File: src/rtl/enc_hold_seg.sv
// enc_hold_seg
//   Downstream stage of the 8-to-3 priority encoder. It filters glitches on the
//   encoder's {t, y} outputs, holds the last stable valid code, and drives that
//   code to an active-low 7-segment digit. It also counts accepted valid codes
//   for a status display.
//
// Parameters
//   STABLE_CYC : number of consecutive identical samples needed to accept a new
//                {t,y}. Must be >= 1.
//   CNT_W      : width of the event counter.
//
// Ports
//   clk        : system clock; all state changes happen on its rising edge
//   rst_n      : asynchronous reset, active-low
//   t_in       : encoder valid flag
//   y_in[2:0]  : encoder code; treated as 0 whenever t_in=0
//   clr        : synchronous clear of the held code, counter and history
//   valid_o    : 1 while a stable valid code is held
//   code_o     : held code; 0 when valid_o=0
//   seg_o      : active-low segments {g,f,e,d,c,b,a}; blank (all ones) when invalid
//   changed_o  : one-cycle pulse on the cycle a new valid code is committed
//   evt_cnt_o  : number of valid commits; saturates at all-ones
//   dp_o       : only when ENC_HOLD_DP_EN is defined. Active-low decimal point,
//                driven 0 while evt_cnt_o is saturated.
//
// Build option
//   ENC_HOLD_DP_EN : adds the dp_o saturation indicator port.

module enc_hold_seg #(
  parameter int STABLE_CYC = 4,
  parameter int CNT_W      = 8
) (
  input  logic             clk,
  input  logic             rst_n,
  input  logic             t_in,
  input  logic [2:0]       y_in,
  input  logic             clr,
  output logic             valid_o,
  output logic [2:0]       code_o,
  output logic [6:0]       seg_o,
  output logic             changed_o,
`ifdef ENC_HOLD_DP_EN
  output logic [CNT_W-1:0] evt_cnt_o,
  output logic             dp_o
`else
  output logic [CNT_W-1:0] evt_cnt_o
`endif
);

  localparam int              RUN_W   = $clog2(STABLE_CYC + 1);
  localparam logic [RUN_W-1:0] RUN_MAX = RUN_W'(STABLE_CYC);

  typedef enum logic [1:0] {
    ST_EMPTY = 2'd0,
    ST_QUAL  = 2'd1,
    ST_HOLD  = 2'd2
  } state_e;

  state_e           state_q, state_d;
  logic [3:0]       last_q, last_d;
  logic [RUN_W-1:0] run_q, run_d;
  logic             valid_q, valid_d;
  logic [2:0]       code_q, code_d;
  logic             changed_q, changed_d;
  logic [CNT_W-1:0] cnt_q, cnt_d;

  logic [3:0]       sample;
  logic [3:0]       committed;
  logic [RUN_W-1:0] run_inc;
  logic             commit;

  // The sample history is kept as the last sample plus the length of its
  // current run, saturated at STABLE_CYC. A cleared history is a full run of
  // {t=0,y=0}, so a run length of RUN_MAX is the reset value. A commit happens
  // when the run is full and the sample differs from what is currently held.
  // A held invalid state is represented as {0,0}.
  always_comb begin
    sample    = {t_in, (t_in ? y_in : 3'd0)};
    committed = {valid_q, code_q};

    if (sample == last_q) begin
      run_inc = (run_q >= RUN_MAX) ? RUN_MAX : run_q + RUN_W'(1);
    end else begin
      run_inc = RUN_W'(1);
    end

    commit = (run_inc == RUN_MAX) && (sample != committed);
  end

  // Next-state logic for the FSM and the held outputs. QUAL only holds the
  // outputs frozen. The run counter does the actual qualification.
  // clr has the highest priority, so it suppresses a commit on the same edge.
  always_comb begin
    state_d   = state_q;
    last_d    = sample;
    run_d     = run_inc;
    valid_d   = valid_q;
    code_d    = code_q;
    changed_d = 1'b0;
    cnt_d     = cnt_q;

    if (commit) begin
      valid_d   = sample[3];
      code_d    = sample[2:0];
      changed_d = sample[3];
      state_d   = sample[3] ? ST_HOLD : ST_EMPTY;
      if (sample[3] && !(&cnt_q)) begin
        cnt_d = cnt_q + CNT_W'(1);
      end
    end else begin
      case (state_q)
        ST_EMPTY, ST_HOLD: begin
          if (sample != committed) begin
            state_d = ST_QUAL;
          end
        end
        ST_QUAL: begin
          if (sample == committed) begin
            state_d = valid_q ? ST_HOLD : ST_EMPTY;
          end
        end
        default: state_d = ST_EMPTY;
      endcase
    end

    if (clr) begin
      state_d   = ST_EMPTY;
      last_d    = 4'd0;
      run_d     = RUN_MAX;
      valid_d   = 1'b0;
      code_d    = 3'd0;
      changed_d = 1'b0;
      cnt_d     = '0;
    end
  end

  // State register. An asynchronous reset discards any partial qualification.
  always_ff @(posedge clk or negedge rst_n) begin
    if (!rst_n) begin
      state_q   <= ST_EMPTY;
      last_q    <= 4'd0;
      run_q     <= RUN_MAX;
      valid_q   <= 1'b0;
      code_q    <= 3'd0;
      changed_q <= 1'b0;
      cnt_q     <= '0;
    end else begin
      state_q   <= state_d;
      last_q    <= last_d;
      run_q     <= run_d;
      valid_q   <= valid_d;
      code_q    <= code_d;
      changed_q <= changed_d;
      cnt_q     <= cnt_d;
    end
  end

  // Segment decode of the registered code. Segments are active-low.
  always_comb begin
    case (code_q)
      3'd0:    seg_o = 7'b1000000;
      3'd1:    seg_o = 7'b1111001;
      3'd2:    seg_o = 7'b0100100;
      3'd3:    seg_o = 7'b0110000;
      3'd4:    seg_o = 7'b0011001;
      3'd5:    seg_o = 7'b0010010;
      3'd6:    seg_o = 7'b0000010;
      default: seg_o = 7'b1111000;
    endcase
    if (!valid_q) begin
      seg_o = 7'b1111111;
    end
  end

  assign valid_o   = valid_q;
  assign code_o    = code_q;
  assign changed_o = changed_q;
  assign evt_cnt_o = cnt_q;

`ifdef ENC_HOLD_DP_EN
  assign dp_o = ~(&cnt_q);
`endif

endmodule

File: config.mk
export PLATFORM = sky130hd
export DESIGN_NAME = enc_hold_seg
export DESIGN_NICKNAME = d
export VERILOG_FILES = /design/src/rtl/enc_hold_seg.sv
export SDC_FILE = /design/constraint.sdc
export NUM_CORES = 1
export LEC_CHECK = 0
export BUFFER_PORTS_ARGS = -buffer_cell sky130_fd_sc_hd__buf_4
export CAP_MARGIN = 10
export CORE_UTILIZATION = 30
export CTS_CLUSTER_DIAMETER = 50
export CTS_CLUSTER_SIZE = 16
export DETAILED_ROUTE_END_ITERATION = 6
export HOLD_SLACK_MARGIN = 0.02
export PLACE_DENSITY = 0.5
export SYNTH_ARGS = -nofsm -noshare
export SYNTH_HDL_FRONTEND = slang
export SYNTH_SLANG_ARGS = --single-unit
File: constraint.sdc
create_clock -name clk -period 2.3 [get_ports clk]
set_input_delay 0.69 -clock clk [delete_from_list [all_inputs] [get_ports clk]]
set_output_delay 0.69 -clock clk [all_outputs]
set_load 0.1 [all_outputs]
## Yosys cells after proc, flatten, opt, wreduce, memory -nomap -nowiden

Index checks and enable logic that the tools add are counted.

- Bits in registers: 20
- Input bits: 7
- Output and inout port bits: 20
- Word-level logic and storage cells: 42

- $add $sub $neg: 2
- $lt $le $gt $ge: 1
- Equality and inequality tests: 9
- Multiplexer cells: 16
- Reduce and logical (&&, ||, !) cells: 8

Operator list:

| cell | number |
|---|---|
| one-hot mux 7 bit (7 select lines) | 1 |
| 2-to-1 mux 8 bit | 3 |
| 2-to-1 mux 3 bit | 6 |
| == test 3 bit, second input constant | 4 |
| adder 8 x 1 -> 8 bit, second input constant | 1 |
| AND reduction 8 bit | 1 |
| 2-to-1 mux 7 bit | 1 |
| == test 3 x 2 -> 1 bit, second input constant | 2 |
| == test 4 bit | 1 |
| 2-to-1 mux 1 bit | 4 |
| 2-to-1 mux 4 bit | 1 |
| inequality test 4 bit | 1 |
| nonzero test 2 bit | 2 |
| adder 3 x 1 -> 3 bit, second input constant | 1 |
| == test 3 x 1 -> 1 bit, second input constant | 1 |
| >= comparator 3 bit, second input constant | 1 |
| zero test 3 bit | 1 |
| logical AND 1 bit | 2 |
| AND reduction 2 bit | 1 |
| zero test 1 bit | 1 |

## Longest topological paths before layout

- Depth in word-level cells: 7
- Gate-level depth with buffers: 7
- Depth with buffers taken out: 7

## Worst setup path after synthesis

No wires, ideal clock.

- Path type: reg-to-output
- From: register code_q[0] (netlist: code_o[0])
- To: output seg_o[5]
- Arrival: 3,476 ps
- Required time: 1,610 ps
- Path slack: -1,866 ps
- Stages on the path, launching flop included: 4
- Path buffers: 1
- Path through: dfrtp_1 -> clkbuf_1 -> a21boi_0 -> o21ai_0

- Word-level cells in the longest chain between the ends: 3
- Elaborated cells between the ends (all ways): 9
- Those cells by class: 6 x eq/ne; 2 x mux; 1 x reduce/logical

Ends and longest elaborated chain:

| element | line | text |
|---|---|---|
| start, declared | 63 | `logic [2:0] code_q, code_d;` |
| start signal, assigned | 152 | `code_q <= code_d;` |
| == test 3 bit, or another cell as far along | 160 | `case (code_q)` |
| one-hot mux 7 bit (7 select lines) (*) | 160 |  |
| 2-to-1 mux 7 bit (*) | 170 | `if (!valid_q) begin` |
| end, declared | 40 | `output logic [6:0] seg_o,` |

Mark *: on every way between the ends. The rest lies on a longest branch, timed or not.

## Worst setup path after layout

- From: register code_q[2] (netlist: code_o[2])
- To: output seg_o[5]

The elaborated chain is that of the path after synthesis.

==> flow_metrics.tcl <==
set metrics [dict create \
    yosysWarnings 0 \
    r2r_start "code_o[1]$_DFFE_PN0P_" \
    clock_path_buffers 2 \
    crit_required_ns 1.61 \
    finalSetupTns_ns 0 \
    max_clock_freq_mhz 446 \
    post-cts-setup-buffers 0 \
    grt_max_degree 21 \
    vdd_drop_max_v 0.000211 \
    synthCells 135 \
    cts_buffers 3 \
    hold-worst-slack_ns 0.296 \
    ys_ff_latch 20 \
    viasPerCell 5.00 \
    cp_cell_sequence "a21boi_2 > buf_4 > o21ai_4 > buf_4" \
    cts_root_buf "clkbuf_8" \
    cp.arrival_ns 1.55 \
    num_antenna_cells 0 \
    run_status "completed" \
    fin_crit_sh_pct 97.6 \
    grt_util_all_layers_pct 14.5 \
    rows 23 \
    syn2layout_area_growth_pct 35.2 \
    core_um2 4030 \
    ys_seq_area_share_pct 39.8 \
    cpPeakStageDelay_ns 0.55 \
    p_per_area_nw_per_um2 525 \
    firstDrtPassIters 4 \
    path_delay_family "flip-flops" \
    die-area_um2 4460 \
    fillCellCount 426 \
    vias 1081 \
    pin_count 27 \
    hold_path.class "in2async" \
    grt-ovfl-total 0 \
    path_common_cell "buf_4" \
    leakage_uw 0.000721 \
    wirelength_mm 2.98 \
    rrSetupSlack_ns 0.18 \
    synth_enable_flop_cells 0 \
    setup_viol 0 \
    ys_types 43 \
    period_needed_ns 2.24 \
    port_buffers 26 \
    cp-start-kind "register" \
    yosys_most_used_dff "dfrtp_1" \
    post-synth-top-area-cell "dfrtp_1" \
    place_area_um2 1610 \
    h-tree-depth 1 \
    final_util_pct 42.3 \
    reg2regPathDepth 6 \
    worst-slew-pin-transition_ns 0.623 \
    clkTransAtPathRegs_ns 0.08 \
    cts.sinks 20 \
    die_h_um 66.8 \
    r2r-end "evt_cnt_o[5]$_DFFE_PN0P_" \
    crit_type "reg2out" \
    drc 0 \
    routedWlPerCell_um 13.8 \
    synth_top_area_share_pct 37.7 \
    hold_viol 0 \
    post-dp-hpwl_mm 2.21 \
    slew_viol_final 0 \
    start_util_pct 31.3 \
    drtIter0Drc 14 \
    nets 177 \
    avgSynthCellArea_um2 9.33 \
    grt_pass1_vias 1030 \
    syn_nets 145 \
    relSlewSlack_pct 58.3 \
    place.gp.congestion 0.752 \
    clk_latency_ns 0.26 \
    area.sequential_um2 519 \
    fin_skew_ns 0.00379 \
    fin_area_um2 1700 \
    multiInputGateArea_um2 757 \
    drv_cap 0 \
    crit_buf_inv 2 \
    antenna_left 0 \
    grt_first_pass_wirelength_mm 4.84 \
    die-width_um 66.8 \
    async_reset_ff_share_pct 100 \
    synth.top_cells.by_area "dfrtp_1, nor2b_1, nand2b_1" \
    end_kind "primary output" \
    cts_tree "done" \
    drive_gt1_share_pct 38.6 \
    slowest_stage "dfrtp_4" \
    cp_max_fo 10 \
    syn_area_um2 1260 \
    antenna_found_initial 0 \
]
-- cells in the mapped netlist, drive strengths merged, types with 3 or more instances --
master,count
dfrtp,19
nand2,10
nor2,9
nor2b,9
a21oi,7
inv,7
nand2b,7
o21ai,7
o31ai,5
and2,4
buf,4
mux2,4
or4,4
clkbuf,3
ha,3
nand3,3
nand4,3
or3,3
-- cells by family (layout without fill, tap and decap cells) --
kind of cell | after synthesis | after routing | synth area share, %
and+or+nand+nor | 61 | 61 | 28.1
AOI/OAI and AO/OA | 29 | 29 | 16.8
DFF | 20 | 20 | 39.8
buffers and inverters | 14 | 45 | 5.86
muxes | 5 | 5 | 4.37
adders and majority gates | 3 | 3 | 2.98
xor gates and xnor gates | 3 | 3 | 2.09
-- worst max-delay path by stage --
stage                                          end  cells past startpoint  slack [ns]             startpoint
after floorplan                           seg_o[4]                      3       -0.02  code_o[1]$_DFFE_PN0P_
after global placement    evt_cnt_o[7]$_DFFE_PN0P_                      6        0.01                   t_in
after detailed placement  evt_cnt_o[3]$_DFFE_PN0P_                      6       -0.03                   t_in
after CTS                                 seg_o[6]                      5        0.03  code_o[1]$_DFFE_PN0P_
after global routing                      seg_o[5]                      4      -0.008  code_o[2]$_DFFE_PN0P_
final                                     seg_o[5]                      4        0.06  code_o[2]$_DFFE_PN0P_
-- worst register-to-register path, cell delays in order (launching register included) --
cell      delay, ns
dfrtp_4        0.51
buf_4          0.18
nand2b_1       0.15
a31oi_1        0.29
o211ai_4       0.22
or4_1          0.54
a21oi_1        0.16
-- cell type report --
class | count | share of cell area, %
multi-input cells | 101 | 44.5
repair buffers | 34 | 15.7
flip-flops and latches | 20 | 30.5
clock inverters | 1 | 1.76
inverters | 7 | 1.54
well taps | 50 | 3.67
clock buffers | 3 | 2.42
-- cells in the final DEF (no fill, tap or decap), types with 3 or more instances in the layout --
cell      synthesis  final
nor2b_1           9      8
dfrtp_1          19     13
or3_1             3      3
o21ai_4           0      3
nand2b_1          7      5
clkbuf_8          0      3
nor2_1            9      9
nand2_4           1      3
nand3_1           3      3
buf_4             1     32
nand2_1           9      6
mux2_2            3      3
a21oi_1           7      7
ha_1              3      3
nand4_1           3      3
and2_1            4      4
or4_1             4      4
dfrtp_4           0      4
o31ai_1           4      4
inv_1             7      7
-- through the flow --
step / total power (µW) / worst slack [ns] / instances
after floorplan: 504 / -0.0221 / 135
after global placement: 549 / 0.0141 / 212
after detailed placement: 551 / -0.0277 / 212
after CTS: 905 / 0.0320 / 216
after global routing: 932 / -0.00806 / 216
final: 894 / 0.0554 / 216
-- layer usage --
layer	share of wire (%)	global-route usage (%)	up-vias
li1	-	-	536
met3	3.5	1.71	2
met4	0.77	4.79	0
met1	46	18.9	524
met5	0	0	-
met2	50	24.5	19
-- power by group --
group / switching [µW] / leakage, µW / internal, µW
Sequential: 9.65 / 0.000260 / 363
Combinational: 119 / 0.000426 / 53.4
Clock: 117 / 0.0000357 / 232
-- registers in the layout, summed over array words and instances, names as in the netlist --
| signal | flops |
|---|---|
| run_q | 3 |
| last_q | 4 |
| code_o | 3 |
| changed_o | 1 |
| evt_cnt_o | 8 |
| valid_o | 1 |
-- repair_timing --
action,in CTS,in global routing
setup endpoints to repair,3,3
hold buffers,0,0
resized for setup,5,4
(Power assumes the default switching activity.)
